===== config.mk =====
export PLATFORM = sky130hd
export DESIGN_NAME = pipe_ctrl
export DESIGN_NICKNAME = d
export VERILOG_FILES = /design/src/rtl/pipe_ctrl_pkg.sv /design/src/rtl/pipe_ctrl_sat_counter.sv /design/src/rtl/pipe_ctrl.sv
export SDC_FILE = /design/constraint.sdc
export NUM_CORES = 1
export LEC_CHECK = 0
export ABC_CLOCK_PERIOD_IN_PS = 2800
export CELL_PAD_IN_SITES_DETAIL_PLACEMENT = 0
export CELL_PAD_IN_SITES_GLOBAL_PLACEMENT = 1
export CORE_MARGIN = 2
export CORE_UTILIZATION = 39
export CTS_BUF_LIST = sky130_fd_sc_hd__clkbuf_4
export CTS_CLUSTER_SIZE = 30
export DETAILED_ROUTE_END_ITERATION = 7
export GPL_TIMING_DRIVEN = 0
export HOLD_SLACK_MARGIN = 0.08
export PLACE_DENSITY_LB_ADDON = 0.1
export SLEW_MARGIN = 20
export SYNTH_ARGS = -nofsm -noshare
export SYNTH_HDL_FRONTEND = slang
export SYNTH_SLANG_ARGS = --single-unit

===== constraint.sdc =====
create_clock -name clk -period 2.8 [get_ports clk]
set_input_delay 0.28 -clock clk [delete_from_list [all_inputs] [get_ports clk]]
set_output_delay 0.28 -clock clk [all_outputs]
set_load 0.02 [all_outputs]

===== src/rtl/pipe_ctrl_pkg.sv =====
// Shared definitions for the pipeline stall/flush controller: stall bus layout,
// stall patterns, FSM state encodings and the register-match helper.
package pipe_ctrl_pkg;

    localparam int STALL_PC   = 0;
    localparam int STALL_IFID = 1;
    localparam int STALL_IDEX = 2;
    localparam int STALL_BACK = 3;

    typedef logic [3:0] stall_bus_t;

    localparam stall_bus_t STALL_NONE  = 4'b0000;
    localparam stall_bus_t STALL_FETCH = stall_bus_t'(1 << STALL_PC);
    localparam stall_bus_t STALL_LUSE  = stall_bus_t'((1 << STALL_PC) | (1 << STALL_IFID));
    localparam stall_bus_t STALL_ALL   = stall_bus_t'((1 << STALL_PC) | (1 << STALL_IFID) |
                                                      (1 << STALL_IDEX) | (1 << STALL_BACK));

    typedef enum logic [1:0] {
        ST_RUN    = 2'b00,
        ST_DRAIN  = 2'b01,
        ST_HALTED = 2'b10
    } state_e;

    // A source operand depends on rd only if the instruction actually reads it.
    function automatic logic reg_hit(input logic used, input logic [4:0] rs, input logic [4:0] rd);
        return used && (rs == rd);
    endfunction

endpackage


===== src/rtl/pipe_ctrl_sat_counter.sv =====
// Saturating up-counter with synchronous clear; holds at all-ones instead of wrapping.
module pipe_ctrl_sat_counter #(
    parameter int W = 8
) (
    input  logic         clk,
    input  logic         rst,
    input  logic         inc,
    input  logic         clr,
    output logic [W-1:0] q
);

    // NOTE: sequential state uses non-blocking (<=) so every flop samples pre-edge values.
    always_ff @(posedge clk or negedge rst) begin
        if (!rst) begin
            q <= '0;
        end else if (clr) begin
            q <= '0;
        end else if (inc && (q != '1)) begin
            q <= q + 1'b1;
        end
    end

endmodule


===== src/rtl/pipe_ctrl.sv =====
// Stall/flush controller for the 5-stage core: hazard priority logic, debug
// halt/drain FSM, memory-wait timeout and saturating performance counters.
import pipe_ctrl_pkg::*;

module pipe_ctrl #(
    parameter int CNT_W     = 32,
    parameter int DRAIN_CYC = 4,
    parameter int WAIT_MAX  = 64
) (
    input  logic             clk,
    input  logic             rst,
    input  logic [4:0]       id_r1_i,
    input  logic [4:0]       id_r2_i,
    input  logic             id_r1_used_i,
    input  logic             id_r2_used_i,
    input  logic [4:0]       idex_rd_i,
    input  logic             idex_mem_re_i,
    input  logic             ex_br_en_i,
    input  logic             exmem_mem_re_i,
    input  logic             exmem_mem_wr_i,
    input  logic             dmem_ready_i,
    input  logic             imem_ready_i,
    input  logic             halt_req_i,
    output logic [3:0]       stall_o,
    output logic             flush_if_id_o,
    output logic             flush_id_ex_o,
    output logic             pc_br_en_o,
    output logic             halt_ack_o,
    output logic             err_timeout_o,
    output logic [CNT_W-1:0] stall_cnt_o,
    output logic [CNT_W-1:0] flush_cnt_o
);

    localparam int DRN_W  = (DRAIN_CYC < 1) ? 1 : $clog2(DRAIN_CYC + 1);
    localparam int WAIT_W = $clog2(WAIT_MAX) + 1;

    state_e              state;
    logic [DRN_W-1:0]    drain_cnt;
    logic                halt_ack_q;
    logic                err_q;
    logic [WAIT_W-1:0]   wait_cnt;

    logic       dwait, luse, iwait, halted;
    stall_bus_t stall_bus;
    logic       flush_ifid, flush_idex, br_en;
    logic       wait_inc, wait_at_max;

    assign dwait  = (exmem_mem_re_i | exmem_mem_wr_i) & ~dmem_ready_i;
    assign luse   = idex_mem_re_i && (idex_rd_i != 5'd0) &&
                    (reg_hit(id_r1_used_i, id_r1_i, idex_rd_i) ||
                     reg_hit(id_r2_used_i, id_r2_i, idex_rd_i));
    assign iwait  = ~imem_ready_i;
    assign halted = (state == ST_HALTED);

    // NOTE: every always_comb output gets a default first so no path can infer a latch.
    always_comb begin
        stall_bus  = STALL_NONE;
        flush_ifid = 1'b0;
        flush_idex = 1'b0;
        br_en      = 1'b0;
        if (halted || dwait) begin
            // A taken branch waits in EX until the memory access completes.
            stall_bus = STALL_ALL;
        end else if (ex_br_en_i) begin
            br_en      = 1'b1;
            flush_ifid = 1'b1;
            flush_idex = 1'b1;
        end else if (luse) begin
            stall_bus  = STALL_LUSE;
            flush_idex = 1'b1;
        end else if ((state == ST_DRAIN) || iwait) begin
            stall_bus  = STALL_FETCH;
            flush_ifid = 1'b1;
        end
    end

    // Halt/drain FSM; halt_ack is registered so it tracks the HALTED state exactly.
    always_ff @(posedge clk or negedge rst) begin
        if (!rst) begin
            state      <= ST_RUN;
            drain_cnt  <= '0;
            halt_ack_q <= 1'b0;
        end else begin
            case (state)
                ST_RUN: begin
                    if (halt_req_i) begin
                        state     <= ST_DRAIN;
                        drain_cnt <= DRN_W'(DRAIN_CYC);
                    end
                end
                ST_DRAIN: begin
                    if (!halt_req_i) begin
                        state <= ST_RUN;
                    end else if ((drain_cnt == '0) || ((drain_cnt == DRN_W'(1)) && !dwait)) begin
                        state      <= ST_HALTED;
                        drain_cnt  <= '0;
                        halt_ack_q <= 1'b1;
                    end else if (!dwait) begin
                        drain_cnt <= drain_cnt - 1'b1;
                    end
                end
                ST_HALTED: begin
                    if (!halt_req_i) begin
                        state      <= ST_RUN;
                        halt_ack_q <= 1'b0;
                    end
                end
                default: begin
                    state      <= ST_RUN;
                    halt_ack_q <= 1'b0;
                end
            endcase
        end
    end

    assign wait_inc    = (dwait | iwait) & ~halted;
    assign wait_at_max = (wait_cnt == WAIT_W'(WAIT_MAX - 1));

    pipe_ctrl_sat_counter #(.W(WAIT_W)) u_wait_cnt (
        .clk (clk),
        .rst (rst),
        .inc (wait_inc),
        .clr (~wait_inc),
        .q   (wait_cnt)
    );

    pipe_ctrl_sat_counter #(.W(CNT_W)) u_stall_cnt (
        .clk (clk),
        .rst (rst),
        .inc ((stall_bus != STALL_NONE) && !halted),
        .clr (1'b0),
        .q   (stall_cnt_o)
    );

    pipe_ctrl_sat_counter #(.W(CNT_W)) u_flush_cnt (
        .clk (clk),
        .rst (rst),
        .inc (br_en),
        .clr (1'b0),
        .q   (flush_cnt_o)
    );

    // Sticky timeout flag; the combinational term makes it visible on the limit cycle itself.
    always_ff @(posedge clk or negedge rst) begin
        if (!rst) begin
            err_q <= 1'b0;
        end else if (wait_at_max) begin
            err_q <= 1'b1;
        end
    end

    // Combinational outputs are forced low while reset is asserted.
    assign stall_o       = rst ? stall_bus  : STALL_NONE;
    assign flush_if_id_o = rst & flush_ifid;
    assign flush_id_ex_o = rst & flush_idex;
    assign pc_br_en_o    = rst & br_en;
    assign halt_ack_o    = halt_ack_q;
    assign err_timeout_o = rst & (err_q | wait_at_max);

endmodule


# [Yosys cells after proc, flatten, opt, wreduce, memory -nomap -nowiden]
# Index checks and enable logic that the tools add are counted.
[classes] n_eq_ne=16 n_mux=30 n_reduce_logical=23 div=0 n_addsub=4 n_mul=0 bitwise_logic=13 n_lt_le_gt_ge=0 n_shift=0
[op_table] operator="32-bit by 1-bit adder with 32-bit output, second input constant" n=2
[op_table] operator="32-bit != test, second input constant" n=2
[op_table] operator="7-bit 2-to-1 mux" n=2
[op_table] operator="1-bit 2-to-1 mux" n=13
[op_table] operator="2-bit 2-to-1 mux" n=6
[op_table] operator="3-bit 2-to-1 mux" n=4
[op_table] operator="5-bit == test" n=2
[op_table] operator="1-bit logical AND" n=9
[op_table] operator="4-bit 2-to-1 mux" n=2
[op_table] operator="2-bit != test, second input constant" n=4
[op_table] operator="4-bit AND reduction" n=2
[op_table] operator="7-bit by 1-bit adder with 7-bit output, second input constant" n=1
[op_table] operator="7-bit by 6-bit == test with 1-bit output, second input constant" n=1
[op_table] operator="7-bit != test, second input constant" n=1
[op_table] operator="1-bit AND" n=6
[op_table] operator="3-bit by 2-bit != test with 1-bit output, second input constant" n=2
[op_table] operator="2-bit one-hot mux with 3 select lines" n=1
[op_table] operator="3-bit one-hot mux with 2 select lines" n=1
[op_table] operator="5-bit nonzero test" n=1
[op_table] operator="1-bit logical OR" n=4
[op_table] operator="1-bit NOT" n=4
[op_table] operator="4-bit nonzero test" n=1
[op_table] operator="3-bit by 1-bit == test with 1-bit output, second input constant" n=1
[op_table] operator="3-bit logical NOT" n=1
[op_table] operator="10 further kinds" n=13
[totals] ff_bits=78 rom_bits=0 mem_bits_rw=0 n_memories=0 in_bits=26 latch_bits=0

# [Depth between registers and ports, before layout]
[depth] ltp_word=10 depth_mapped=9 mapped_depth_nobuf=8

# [Modules after synthesis]
# From an unflattened synthesis, not the netlist that was laid out.
[unflattened] cells_unflattened=520 hier_area_um2=4812.1
[modules_own_cells] module="pipe_ctrl_sat_counter at u_flush_cnt ..." cells_each=198 n_inst=2 area_per_inst_um2=1854.3
[modules_own_cells] module="pipe_ctrl" cells_each=83 n_inst=1 area_per_inst_um2=675.6
[modules_own_cells] module="pipe_ctrl_sat_counter at u_wait_cnt" cells_each=41 n_inst=1 area_per_inst_um2=427.9

# [Least setup slack after synthesis]
# Ideal clock, no wire load.
[synth_timing] path_kind="reg2reg" start="register u_stall_cnt.q[10]" end="register u_stall_cnt.q[19]" setup_slack_ps=666 path_stages_with_launch=10 arrival_ps=2004 required_time_ps=2670 cell_sequence="dfrtp_1 and3_4 nand2_2 or4_4 buf_6 nor3_2 nor3_2 buf_6 nand4_1 xnor2_1"
[synth_via] elab_chain_len=2 word_cells_on_any_way=3 cone_classes="add/sub (1); eq/ne (1); reduce/logical (1)"
[synth_rtl] item="from (decl)" line_no="pipe_ctrl_sat_counter.sv:9" source="output logic [W-1:0] q"
[synth_rtl] item="from (signal assigned)" line_no="pipe_ctrl_sat_counter.sv:19" source="q <= q + 1'b1;"
[synth_rtl] item="parallel branches: the longest is 2 deep, another holds 32-bit by 1-bit adder with 32-bit output"
# Parallel ways; which one is timed is not known.
# A chain may end at the register's enable or synchronous reset.

# [Worst setup path in the final report]
[layout_timing] start="register state[0]" end="output stall_o[3]"
[layout_via] elab_chain_len=4
[layout_rtl] item="from (decl)" line_no="pipe_ctrl.sv:37" source="state_e state;"
[layout_rtl] item="from (signal assigned)" line_no="pipe_ctrl.sv:80" source="state <= ST_RUN;"
[layout_rtl] item="from (signal assigned)" line_no="pipe_ctrl.sv:87" source="state <= ST_DRAIN;"
[layout_rtl] item="from (signal assigned)" line_no="pipe_ctrl.sv:93" source="state <= ST_RUN;"
[layout_rtl] item="2-bit == test" line_no="pipe_ctrl.sv:53" source="assign halted = (state == ST_HALTED);"
[layout_rtl] item="1-bit logical OR" line_no="pipe_ctrl.sv:61" source="if (halted || dwait) begin"
[layout_rtl] item="4-bit 2-to-1 mux" line_no="pipe_ctrl.sv:61"
[layout_rtl] item="4-bit 2-to-1 mux" line_no="pipe_ctrl.sv:153" source="assign stall_o = rst ? stall_bus : STALL_NONE;"
[layout_rtl] item="to (decl)" line_no="pipe_ctrl.sv:24" source="output logic [3:0] stall_o,"
# No other way between the ends.

==> results.yml <==
run_status:
  run_status: "finished, final reports clean"
clock_network:
  post-cts-setup-buffers: 0
  cts_buffers: 9
  cts_tree: "yes"
  clock-sinks: 78
  ctsRootBufferMaster: "clkbuf_4"
  insertion_delay_ns: 0.41
  htree_num_levels: 3
  clk_pin_slew_ns: 0.13
  cts_buffer_depth: 2
finish:
  final_common_cell: "clkdlybuf4s50_1"
  fin_nets: 524
  mostFrequentLayoutCells: "clkdlybuf4s50_1 (93), dfrtp_1 (78), xnor2_1 (49)"
  final_layout_size_suffix_gt1_frac: 0.0805
  area_delta_synth_final_pct: 33.7
  utilization: 0.538
  stdcell_area_sq_mm: 0.00525
  diodes: 0
synth:
  syn_area_per_cell_sq_um: 10.3
  seq_area_frac_synth: 0.497
  synthTopCellsByArea: "dfrtp_1 (50%), xnor2_1 (11%), xor2_1 (5.4%)"
  synth_ff_type: "dfrtp_1"
  async_flop_share: 1.00
  synth_cell_type_count: 46
  ys_ff_latch: 78
  synth_area_leader_cell: "dfrtp_1"
  synth_cells: 380
  synth_edf_count: 0
  syn_area_sq_mm: 0.00393
  synth_top_area_frac: 0.497
  syn_nets: 412
  synth_warnings: 0
grt:
  grt_overflow: 0
  grt_usage: 0.168
  grt_pass1_vias: 3084
  antenna_found_initial: 0
  grt_pass1_wl_microns: 14900
  grt_max_degree: 48
setup_path:
  cp-end-kind: "output pin"
  cp_max_fo: 9
  worstSetupPathType: "reg -> out"
  cp-startpoint: "state[0]$_DFFE_PN0P_"
  rr_endpoint: "u_flush_cnt.q[31]$_DFFE_PN0P_"
  startpoint_type: "flip-flop"
  cp.arrival_ns: 2.35
  r2r-start: "state[0]$_DFFE_PN0P_"
  r2r_cells: 8
  r2r_slack_ns: 0.54
  critical_path_required_ns: 2.52
  cp-endpoint: "stall_o[3]"
power_and_ir_drop:
  ir_drop_v: 0.000331
  power_frac_seq: 0.491
  power.density_mw_per_mm2: 575
  p_sw_uw: 1080
  swShare: 0.358
  total_power_uw: 3020
  combinationalPowerShare: 0.315
  power_leakage_uw: 0.00225
  p_int_uw: 1940
  p_clk_frac: 0.194
sta:
  finalSetupViolCount: 0
  hold_violations: 0
  maxSlewViolCount: 0
  finalCritPeriodShare: 0.938
  rsz0062_at_grt: "no"
  setup_ws_ns: 0.175
  relSlewSlack: 0.660
  tightestPinTransition_ns: 0.508
  period_minus_slack_ns: 2.63
  whs_ns: 0.383
  fmax_mhz: 381
  clock-skew-final_ns: 0.0118
drt:
  wl_microns: 8710
  vias_per_cell: 4.99
  wire_per_inst_microns: 13.8
  first_iter_violations: 92
  ant_nets: 0
  drc: 0
  dr.pass1.iters: 4
  num_vias: 3146
min_path:
  holdCritPathClass: "in -> async"
flow_run:
  maxCapViolCount: 0
die:
  initial_utilization: 0.402
  dieArea_sq_mm: 0.0109
  rows: 36
  coreArea_sq_mm: 0.00977
  io_pins: 99
  die_x_microns: 104
  die_y_microns: 104
placement:
  hpwl_microns: 6490
  postPlaceCellArea_sq_mm: 0.00510
  post-place-ws_ns: 0.0652
  portBuffers: 98
  place_congestion: 0.792
## cell type report
| class | count | area, sq um |
|---|---|---|
| Buffer | 9 | 68.8 |
| Clock buffer | 10 | 75.1 |
| Clock inverter | 6 | 37.5 |
| Fill cell | 922 | 4520 |
| Inverter | 9 | 33.8 |
| Multi-Input combinational cell | 284 | 1870 |
| Sequential cell | 78 | 1950 |
| Tap cell | 133 | 166 |
| Timing Repair Buffer | 101 | 1050 |
## stage by stage
stage	setup TNS (ns)	cells
after floorplan	0	380
after global placement	-139.38	611
after detailed placement	0	612
after CTS	0	630
after global routing	0	630
final	0	630
## layer usage
layer | track usage | vias to the layer above | share of wire
met5 | 0 | - | 0
met2 | 0.270 | 71 | 0.47
met1 | 0.227 | 1518 | 0.48
met3 | 0.0363 | 9 | 0.043
li1 | - | 1548 | -
met4 | 0.0521 | 0 | 0.010
## worst min path at each step
stage                                  start                             to  slack [ns]
global placement    drain_cnt[1]$_DFFE_PN0P_       drain_cnt[1]$_DFFE_PN0P_        0.46
finish                                   rst  u_stall_cnt.q[30]$_DFFE_PN0P_        0.38
CTS                                      rst  u_flush_cnt.q[19]$_DFFE_PN0P_        0.37
global route                             rst   u_stall_cnt.q[9]$_DFFE_PN0P_        0.37
floorplan                                rst       drain_cnt[0]$_DFFE_PN0P_       -0.02
detailed placement                       rst  u_stall_cnt.q[30]$_DFFE_PN0P_        0.28
## timing repair
action,4_1_cts,5_1_grt
resized for setup,0,4
hold buffers,2,0
endpoints found under the setup margin,0,4
hold endpoints to repair,35,0
## registers in the layout, summed over array words and instances (netlist names)
signal,count
drain_cnt,3
u_wait_cnt.q,7
u_flush_cnt.q,32
state,2
halt_ack_o,1
u_stall_cnt.q,32
err_q,1
## critical path, cell delays in order (launching register included)
cell	delay [ns]
dfrtp_1	0.38
clkbuf_2	0.16
nand2b_1	0.20
and2_1	0.21
nor2b_1	0.24
buf_4	0.15
clkdlybuf4s50_1	0.58
## kinds of logic (layout without fill, tap and decap cells)
group / after synthesis / after routing / share of synthesized area
AOI/OAI and AO/OA: 30 / 30 / 0.0455
muxes: 3 / 3 / 0.00828
DFF: 78 / 78 / 0.497
buffers and inverters: 18 / 135 / 0.0261
and+or+nand+nor: 172 / 172 / 0.241
adders and majority gates: 6 / 6 / 0.0191
xor gates and xnor gates: 73 / 73 / 0.163
## Yosys cell counts, types with 5 or more instances
cell type and number:
inv_1 9, ha_1 6, nor2_1 31, a21oi_1 9
and3_1 15, nand4_1 19, nor3_2 5, xor2_1 24
nand2_1 32, dfrtp_1 78, and2_1 8, nand3_1 32
xnor2_1 49, and4_1 7, o21ai_0 8
## power groups by stage
stage	Clock [uW]	Sequential [uW]	Combinational [uW]
floorplan	0	1590	422
global placement	0	1500	934
detailed placement	0	1500	958
CTS	620	1480	967
global route	673	1520	1050
finish	587	1480	952
Power figures use the tool's default switching activity.
